**src/rtl/pattern_source_avst.sv**
```systemverilog
// pattern_source_avst
//
// Avalon-ST test-pattern source. It emits framed packets (startofpacket /
// endofpacket) and rotates round-robin over NUM_CHANNELS logical channels.
// The length, pattern and inter-packet gap of each packet are latched when the
// packet starts. Changes to those inputs take effect only at the next packet
// start.
//
// Handshake: a beat transfers on any clock edge where valid && ready
// (readyLatency 0). While valid is high and ready is low, data, channel,
// startofpacket and endofpacket hold their values. Every output is a register.
//
// Ports
//   clk, rst        clock; synchronous active-high reset
//   enable          1 = keep generating packets; 0 = stop after the current one
//   mode            0/3 per-channel counter, 1 walking one, 2 channel-tagged index
//   pkt_len         beats per packet (0 behaves as 1)
//   idle_gap        cycles with valid low between packets
//   ready           sink ready
//   valid, data, channel, startofpacket, endofpacket   Avalon-ST source side
//   pkt_count       packets completed since reset (wraps at 2^32)
module pattern_source_avst #(
  parameter int DATA_WIDTH   = 32,
  parameter int NUM_CHANNELS = 4,
  parameter int LEN_WIDTH    = 16,
  localparam int CH_W = (NUM_CHANNELS > 1) ? $clog2(NUM_CHANNELS) : 1
) (
  input  logic                  clk,
  input  logic                  rst,
  input  logic                  enable,
  input  logic [1:0]            mode,
  input  logic [LEN_WIDTH-1:0]  pkt_len,
  input  logic [7:0]            idle_gap,
  input  logic                  ready,
  output logic                  valid,
  output logic [DATA_WIDTH-1:0] data,
  output logic [CH_W-1:0]       channel,
  output logic                  startofpacket,
  output logic                  endofpacket,
  output logic [31:0]           pkt_count
);

  typedef enum logic [1:0] {
    S_IDLE = 2'd0,
    S_SEND = 2'd1,
    S_GAP  = 2'd2
  } state_t;

  localparam logic [DATA_WIDTH-1:0] ONE      = DATA_WIDTH'(1);
  localparam logic [DATA_WIDTH-1:0] LOW_MASK = {DATA_WIDTH{1'b1}} >> 8;

  state_t                state;
  logic [1:0]            mode_q;
  logic [LEN_WIDTH-1:0]  len_q;
  logic [LEN_WIDTH-1:0]  beat;
  logic [7:0]            gap_q;
  logic [7:0]            gap_cnt;
  logic [DATA_WIDTH-1:0] cnt [NUM_CHANNELS];

  // Payload for beat b of a packet on channel c. cv is the counter value
  // that the channel will have when this beat is presented.
  function automatic logic [DATA_WIDTH-1:0] pattern(
    input logic [1:0]            m,
    input logic [LEN_WIDTH-1:0]  b,
    input logic [CH_W-1:0]       c,
    input logic [DATA_WIDTH-1:0] cv
  );
    logic [DATA_WIDTH-1:0] r;
    r = '0;
    case (m)
      2'd1:    r = ONE << (32'(b) % DATA_WIDTH);
      2'd2:    r = (DATA_WIDTH'(8'(c)) << (DATA_WIDTH - 8)) | (DATA_WIDTH'(b) & LOW_MASK);
      default: r = cv;
    endcase
    return r;
  endfunction

  logic                  accept;
  logic                  last_accept;
  logic                  start_now;
  logic [CH_W-1:0]       ch_next;
  logic [CH_W-1:0]       start_ch;
  logic [DATA_WIDTH-1:0] cnt_inc;
  logic [DATA_WIDTH-1:0] start_cv;
  logic [LEN_WIDTH-1:0]  beat_next;
  logic                  eop_next;
  logic [LEN_WIDTH-1:0]  len_eff;

  always_comb begin
    accept      = valid && ready;
    last_accept = (state == S_SEND) && accept && endofpacket;
    ch_next     = (channel == CH_W'(NUM_CHANNELS - 1)) ? '0 : channel + 1'b1;
    cnt_inc     = cnt[channel] + 1'b1;
    beat_next   = beat + 1'b1;
    // The next beat is the last one when beat + 2 == length.
    eop_next    = (({1'b0, beat} + (LEN_WIDTH + 1)'(2)) == {1'b0, len_q});
    len_eff     = (pkt_len == '0) ? LEN_WIDTH'(1) : pkt_len;
    // In IDLE/GAP the channel register already holds the next channel.
    // Coming straight out of SEND, the new packet uses the channel after
    // the one that just finished.
    start_ch    = (state == S_SEND) ? ch_next : channel;
    // With a single channel the packet just finished and the new one share
    // a counter. The new first beat must then see the post-increment value.
    start_cv    = (accept && (start_ch == channel)) ? cnt_inc : cnt[start_ch];
    start_now   = enable && ((state == S_IDLE) ||
                             (last_accept && (gap_q == 8'd0)) ||
                             ((state == S_GAP) && (gap_cnt == 8'd1)));
  end

  always_ff @(posedge clk) begin
    if (rst) begin
      state         <= S_IDLE;
      valid         <= 1'b0;
      data          <= '0;
      channel       <= '0;
      startofpacket <= 1'b0;
      endofpacket   <= 1'b0;
      pkt_count     <= '0;
      mode_q        <= '0;
      len_q         <= '0;
      beat          <= '0;
      gap_q         <= '0;
      gap_cnt       <= '0;
      for (int i = 0; i < NUM_CHANNELS; i++) cnt[i] <= '0;
    end else begin
      case (state)
        S_IDLE: begin
          valid <= 1'b0;
        end
        S_SEND: begin
          if (accept) begin
            cnt[channel] <= cnt_inc;
            if (endofpacket) begin
              pkt_count     <= pkt_count + 32'd1;
              channel       <= ch_next;
              valid         <= 1'b0;
              startofpacket <= 1'b0;
              endofpacket   <= 1'b0;
              if (gap_q != 8'd0) begin
                state   <= S_GAP;
                gap_cnt <= gap_q;
              end else begin
                state <= S_IDLE;
              end
            end else begin
              beat          <= beat_next;
              startofpacket <= 1'b0;
              endofpacket   <= eop_next;
              data          <= pattern(mode_q, beat_next, channel, cnt_inc);
            end
          end
        end
        S_GAP: begin
          // gap_cnt counts the low-valid cycles still to come, this one included.
          if (gap_cnt == 8'd1) state <= S_IDLE;
          else                 gap_cnt <= gap_cnt - 8'd1;
        end
        default: state <= S_IDLE;
      endcase

      // Every packet start goes through here. The assignments below take
      // priority over the IDLE/GAP/end-of-packet moves made above.
      if (start_now) begin
        state         <= S_SEND;
        mode_q        <= mode;
        len_q         <= len_eff;
        gap_q         <= idle_gap;
        beat          <= '0;
        valid         <= 1'b1;
        startofpacket <= 1'b1;
        endofpacket   <= (len_eff == LEN_WIDTH'(1));
        channel       <= start_ch;
        data          <= pattern(mode, LEN_WIDTH'(0), start_ch, start_cv);
      end
    end
  end

endmodule

```
**config.mk**
```make
export PLATFORM = sky130hd
export DESIGN_NAME = pattern_source_avst
export DESIGN_NICKNAME = d
export VERILOG_FILES = /design/src/rtl/pattern_source_avst.sv
export SDC_FILE = /design/constraint.sdc
export NUM_CORES = 1
export LEC_CHECK = 0
export ABC_AREA = 1
export BUFFER_PORTS_ARGS = -buffer_cell sky130_fd_sc_hd__buf_2
export CORE_UTILIZATION = 63
export CTS_BUF_LIST = sky130_fd_sc_hd__clkbuf_8
export CTS_CLUSTER_DIAMETER = 50
export DETAILED_ROUTE_END_ITERATION = 10
export GPL_TIMING_DRIVEN = 0
export PLACE_DENSITY = 0.82
export SETUP_SLACK_MARGIN = 0.3
export SLEW_MARGIN = 5
export SYNTH_ARGS = -nofsm -noshare
export SYNTH_HDL_FRONTEND = slang
export SYNTH_SLANG_ARGS = --single-unit
```
**constraint.sdc**
```tcl
create_clock -name clk -period 4.6 [get_ports clk]
set_clock_uncertainty 0.2 [all_clocks]
set_input_delay 0.46 -clock clk [delete_from_list [all_inputs] [get_ports clk]]
set_output_delay 0.46 -clock clk [all_outputs]
set_load 0.02 [all_outputs]
```
==> flow_metrics.tcl, run 1 <==
set metrics [dict create \
    finalCritPeriodShare_pct 83.0 \
    antenna_left 0 \
    post-route-min-period_ns 3.82 \
    fp.dieH_um 156 \
    synth.area.top_cells "edfxtp_1 26%, dfxtp_1 16%, nand2_1 12%, nor2_1 8.4%, nand3_1 5.2%" \
    wl_per_cell_um 20.9 \
    crit_arrival_ns 3.87 \
    syn_avg_cell_area_um2 7.32 \
    fin_area_um2 17000 \
    dp.final_hpwl_um 39200 \
    initial_core_util_pct 64.2 \
    tightest_slew_ns 0.917 \
    grt_pass1_vias 14800 \
    synthArstFlopShare_pct 0 \
    track_usage_pct 44.2 \
    drcViolationCount 1 \
    hold_buffers 20 \
    port_buffers 97 \
    grt_pass1_wl_um 81000 \
    clock_latency_ns 0.56 \
    yosysMostFrequentCell "nand2_1" \
    dpl_cell_area_um2 16000 \
    p_leak_nw 7.03 \
    clockBufferDepth 3 \
    worst_ep_required_time_ns 4.65 \
    violations "DRC" \
    die_w_um 156 \
    area_growth_syn_to_layout_pct 13.1 \
    drt_pre_antenna_iters 11 \
    vias 15700 \
    crit_fanout 24 \
    start_kind "register" \
    io_pins 99 \
    rsz0062_at_grt "no" \
    core_region_area_um2 23400 \
    cts_buffers 43 \
    synth_fp_nets 2097 \
    cts_root_buffer "clkbuf_8" \
    outcome "finished, violations left" \
    drt_iter0_drc 2208 \
    maxCapViolations 0 \
    finalSetupViolCount 0 \
    ys.flop_type "edfxtp_1" \
    dp.cells 2472 \
    vias_per_cell 6.11 \
    synth_edf_count 128 \
    switching_share_pct 32.8 \
    synth_area_um2 15000 \
    syn_inst 2052 \
    layout-drive-gt1-share_pct 13.0 \
    cts.sinks 251 \
    htreeDepth 2 \
    row_count 56 \
    comb_power_share_pct 20.3 \
    place_congestion 1.03 \
    slew_violations 0 \
    synth_top_area_share_pct 25.6 \
    finalHoldViolCount 0 \
    ys_ff_latch 251 \
    drt_wl_total_um 53700 \
    worstSetupPathType "register to register" \
    fin_cells 2569 \
    netSwitchingPower_mw 1.81 \
    fmax_ghz 0.262 \
    slew_headroom_pct 38.6 \
    cts_tree "built" \
    p_clk_share_pct 34.5 \
    hold_ws_ns 0.0125 \
    internal_power_mw 3.71 \
    postCtsSetupRepairBufs 0 \
    synth_area_leader_cell "edfxtp_1" \
    antenna_found_initial 1 \
    ir_worst_vdd_mv 0.251 \
    ys_seq_area_share_pct 42.0 \
    grt.overflow.total 0 \
    n_antenna_cell 0 \
    fin_util_pct 72.6 \
    yosys_warnings 0 \
    tns_ns 0 \
    synthTopCellsByCount "499 x nand2_1, 335 x nor2_1, 157 x nand3_1, 133 x inv_1, 128 x edfxtp_1" \
    hp-class "input port to register" \
    power_density_nw_per_um2 325 \
    clk_transition_reported_paths_ns 0.06 \
    seqPwrFrac_pct 45.3 \
    cts_resized 0 \
    fin_nets 2263 \
    synth_cell_type_count 53 \
    fp.dieArea_um2 24500 \
    critPathCaptureType "register" \
    grt_max_degree 33 \
]
==> critical path: stages (launching register included) <==
cell,delay (ns)
dfxtp_1,0.32
inv_2,0.06
nand2_1,0.12
inv_2,0.15
nand2_1,0.18
nor2_1,0.67
inv_1,0.29
nor2_1,0.20
nand2_1,0.24
clkbuf_1,0.41
nand2_2,0.39
buf_12,0.26
==> cell families after synthesis <==
family | synth area share, %
adder cells (fa/ha/maj) | 1.25
AND/OR/NAND/NOR | 32.6
buffers and inverters | 7.21
AO/OA/AOI/OAI | 13.1
XOR/XNOR | 3.91
flip-flops | 42.0
==> through the flow <==
step,total power [mW],setup slack [ns]
2_1_floorplan,3.21,0.774
3_3_place_gp,3.56,-1.14
3_5_place_dp,3.59,1.04
4_1_cts,5.44,1.06
5_1_grt,5.67,0.795
6_report,5.52,0.782
==> registers in the layout, indices dropped and copies added, names as in the netlist, 2 cells and up, named ones only <==
register   cells
beat          16
channel        2
data          32
gap_cnt        8
cnt          128
gap_q          8
state          2
pkt_count     32
len_q         16
mode_q         2
==> power groups by stage <==
stage	Combinational [mW]	Clock, mW	Sequential [mW]
after global routing	1.18	1.99	2.51
after global placement	1.02	0	2.54
final	1.12	1.90	2.50
after detailed placement	1.04	0	2.54
after floorplan	0.639	0	2.57
after CTS	1.06	1.88	2.50
==> layer usage <==
metal,global-route usage [%],share of wire [%],vias to the layer above
li1,-,-,7175
met1,53.2,36,7088
met2,69.6,44,1167
met3,12.3,14,252
met4,29.0,6.8,2
met5,0,0.034,-
==> cells in the final DEF, fill, tap and decap left out, types with 3 or more instances in the layout <==
| cell type | Yosys | final |
|---|---|---|
| dfxtp_1 | 123 | 123 |
| a21oi_1 | 89 | 89 |
| o21a_1 | 4 | 4 |
| dlygate4sd3_1 | 0 | 20 |
| or2_2 | 21 | 21 |
| a31oi_1 | 10 | 10 |
| nor3_1 | 27 | 27 |
| nor2_2 | 9 | 9 |
| nand4_1 | 30 | 30 |
| inv_1 | 133 | 157 |
| clkinv_1 | 4 | 6 |
| o221ai_1 | 8 | 8 |
| o22ai_1 | 10 | 10 |
| clkbuf_8 | 0 | 48 |
| nor4_1 | 7 | 7 |
| nand2_1 | 499 | 496 |
| xor2_2 | 7 | 7 |
| buf_2 | 20 | 117 |
| o21ai_1 | 7 | 7 |
| a211oi_1 | 7 | 7 |
| inv_2 | 13 | 13 |
| o21bai_1 | 5 | 5 |
| nor2_4 | 9 | 9 |
| xor2_1 | 36 | 36 |
| ha_1 | 15 | 15 |
| a221oi_1 | 4 | 4 |
| nand3b_1 | 3 | 3 |
| o21ai_0 | 127 | 127 |
| o211ai_1 | 54 | 54 |
| nor2_1 | 335 | 335 |
| nand3_2 | 5 | 5 |
| clkbuf_1 | 62 | 62 |
| nand2_2 | 26 | 29 |
| nand3_1 | 157 | 157 |
| xnor2_1 | 18 | 18 |
| buf_4 | 8 | 8 |
| o21ai_2 | 3 | 3 |
| buf_6 | 10 | 11 |
| edfxtp_1 | 128 | 128 |
==> worst paths after layout <==
path	slack [ns]	depth (start not counted)	start	endpoint
setup / recovery	0.78	11	state[1]	cnt[2][28]
hold / removal	0.01	3	pkt_len[8]	len_q[8]
setup reg to reg	0.78	11	state[1]	cnt[2][28]
hold reg to reg	0.26	2	len_q[14]	len_q[14]
==> area by class of cell <==
cell class	instances	area (um2)
multi-input cells	1548	7650
fillers	1961	6420
flip-flops and latches	251	6310
repair buffers	121	764
clock buffers	48	661
inverters	151	569
plain buffers	102	513
well taps	319	399
clock inverters	29	118
No activity file was read; power rests on OpenSTA's default activity.
==> inputs of run 2 (changes only) <==
--- a/config.mk
+++ b/config.mk
@@ -7,12 +7,12 @@
 export LEC_CHECK = 0
 export ABC_AREA = 1
 export BUFFER_PORTS_ARGS = -buffer_cell sky130_fd_sc_hd__buf_2
-export CORE_UTILIZATION = 63
+export CORE_UTILIZATION = 57
 export CTS_BUF_LIST = sky130_fd_sc_hd__clkbuf_8
 export CTS_CLUSTER_DIAMETER = 50
 export DETAILED_ROUTE_END_ITERATION = 10
 export GPL_TIMING_DRIVEN = 0
-export PLACE_DENSITY = 0.82
+export PLACE_DENSITY = 0.79
 export SETUP_SLACK_MARGIN = 0.3
 export SLEW_MARGIN = 5
 export SYNTH_ARGS = -nofsm -noshare
==> constraint.sdc (replaced) <==
create_clock -name clk -period 3.2 [get_ports clk]
set_clock_uncertainty 0.2 [all_clocks]
set_input_delay 0.32 -clock clk [delete_from_list [all_inputs] [get_ports clk]]
set_output_delay 0.32 -clock clk [all_outputs]
set_load 0.02 [all_outputs]
==> flow_metrics.tcl, run 2 (same netlist as run 1, synthesis figures left out) <==
set metrics [dict create \
    drt_iter0_drc 1984 \
    largest_register_ffs 128 \
    dp_slack_ns -0.423 \
    n_antenna_cell 0 \
    place_congestion 1.03 \
    cts_root_buffer "clkbuf_8" \
    finalHoldViolCount 0 \
    slew_headroom_pct 31.2 \
    final_common_cell "nand2_1" \
    fp.dieArea_um2 27000 \
    rsz0062_at_grt "yes" \
    area_growth_syn_to_layout_pct 17.4 \
    crit_arrival_ns 2.97 \
    r2r_cells 15 \
    top_register "cnt" \
    layout_common_cells "483 x nand2_1, 323 x nor2_1, 152 x nand3_1" \
    initial_core_util_pct 57.8 \
    switching_share_pct 32.6 \
    maxCapViolations 0 \
    p_leak_nw 7.26 \
    tns_ns 0 \
    ir_worst_vdd_mv 0.535 \
    dp.final_hpwl_um 39400 \
    io_pins 99 \
    finalSetupViolCount 0 \
    port_buffers 97 \
    finalCritPeriodShare_pct 89.9 \
    grt_pass1_vias 14800 \
    drt_wl_total_um 54700 \
    netSwitchingPower_mw 2.59 \
    comb_power_share_pct 21.4 \
    fp.dieH_um 164 \
    worstSetupPathType "register to register" \
    worst_r2r_endpoint "cnt[3][27]" \
    slew_violations 0 \
    track_usage_pct 40.7 \
    antenna_left 0 \
    antenna_found_initial 0 \
    vias_per_cell 6.04 \
    wl_per_cell_um 21.0 \
    top_regs "cnt x128, data x32, pkt_count x32" \
    grt.overflow.total 0 \
    hp-class "input port to register" \
    layout-drive-gt1-share_pct 17.0 \
    core_region_area_um2 26000 \
    rrSetupSlack_ns 0.32 \
    vias 15700 \
    power_density_nw_per_um2 452 \
    outcome "finished clean" \
    cts_buffers 40 \
    start_kind "register" \
    tightest_slew_ns 1.03 \
    seqPwrFrac_pct 45.2 \
    die_w_um 164 \
    grt_max_degree 33 \
    internal_power_mw 5.37 \
    crit_fanout 10 \
    grt_pass1_wl_um 82100 \
    setup_ws_ns 0.324 \
    fmax_ghz 0.348 \
    crit_end "cnt[3][27]" \
    clock_latency_ns 0.57 \
    drcViolationCount 0 \
    htreeDepth 2 \
    row_count 59 \
    cts_tree "built" \
    clockBufferDepth 3 \
    drt_pre_antenna_iters 6 \
    fin_nets 2287 \
    clk_transition_reported_paths_ns 0.07 \
    n_fill_cell 2179 \
    post-route-min-period_ns 2.88 \
    p_clk_share_pct 33.4 \
    critPathCaptureType "register" \
    cts.sinks 251 \
    worst_ep_required_time_ns 3.30 \
]
## run 2: cell count changes in the layout (fill, tap and decap cells not counted), moves of 9 or more
cell,change
clkbuf_1,-23
buf_4,+17
clkbuf_2,+16
inv_1,-14
nand2_1,-13
nor2_1,-12
clkinv_2,+9
## run 2: layout make-up
class	instances	area [um2]	share of cell area, %
Clock inverter	27	145	0.823
Tap cell	335	419	2.38
Buffer	102	579	3.28
Sequential cell	251	6310	35.8
Clock buffer	44	606	3.43
Multi-Input combinational cell	1548	7960	45.1
Timing Repair Buffer	148	1050	5.93
Inverter	151	576	3.26
## run 2: worst max-delay path, stage by stage (launching register included)
cell	delay (ns)
dfxtp_2	0.36
inv_2	0.08
buf_6	0.15
buf_4	0.22
nand2_1	0.09
nand2_1	0.08
nand2_1	0.07
nand2_2	0.13
nand2_1	0.16
nor2_1	0.17
nand2_1	0.08
nor2_2	0.18
nand4_1	0.30
nand2_2	0.17
buf_4	0.13
nor2_1	0.03
## run 2: worst min-delay path by stage
stage / endpoint / start / slack (ns) / cells past startpoint
floorplan: len_q[3] / len_q[3] / 0.23 / 2
global placement: len_q[13] / len_q[13] / 0.25 / 2
detailed placement: len_q[6] / len_q[6] / 0.25 / 2
CTS: state[0] / ready / 0.08 / 6
global route: register / enable / 0.13 / 5
finish: register / enable / 0.12 / 5
## run 2: metal layers
| metal | global-route usage, % | routed length [um] | share of wire [%] | vias to the layer above |
|---|---|---|---|---|
| li1 | - | - | - | 7215 |
| met3 | 9.90 | 6710 | 12 | 224 |
| met1 | 49.5 | 19700 | 36 | 7216 |
| met4 | 22.8 | 3190 | 5.8 | 0 |
| met5 | 0 | 0 | 0 | - |
| met2 | 65.9 | 25100 | 46 | 1077 |
## run 2: power by group through the flow
stage / registers, mW / logic (mW) / clock network (mW)
finish: 3.60 / 1.71 / 2.66
CTS: 3.59 / 1.57 / 2.65
global route: 3.61 / 1.81 / 2.77
detailed placement: 3.66 / 1.51 / 0
floorplan: 3.69 / 0.920 / 0
global placement: 3.66 / 1.48 / 0
## run 2: metrics by stage
stage                     power [mW]  hold slack [ns]  area [um2]  instances  util [%]
final                           7.96            0.120       17600       2606      67.9
after global routing            8.18            0.131       17600       2606      67.9
after CTS                       7.81           0.0840       17200       2590      66.3
after detailed placement        5.17            0.250       16000       2488      61.7
after global placement          5.13            0.252       15900       2484      61.3
after floorplan                 4.61            0.234       15000       2052         -
## run 2: repair_timing
item                       4_1_cts  5_1_grt
setup buffers                    4       16
pin swaps                        3       16
hold endpoints to repair        27        0
gates resized for setup         39       88
hold buffers                    27        0
setup endpoints to repair      202      193
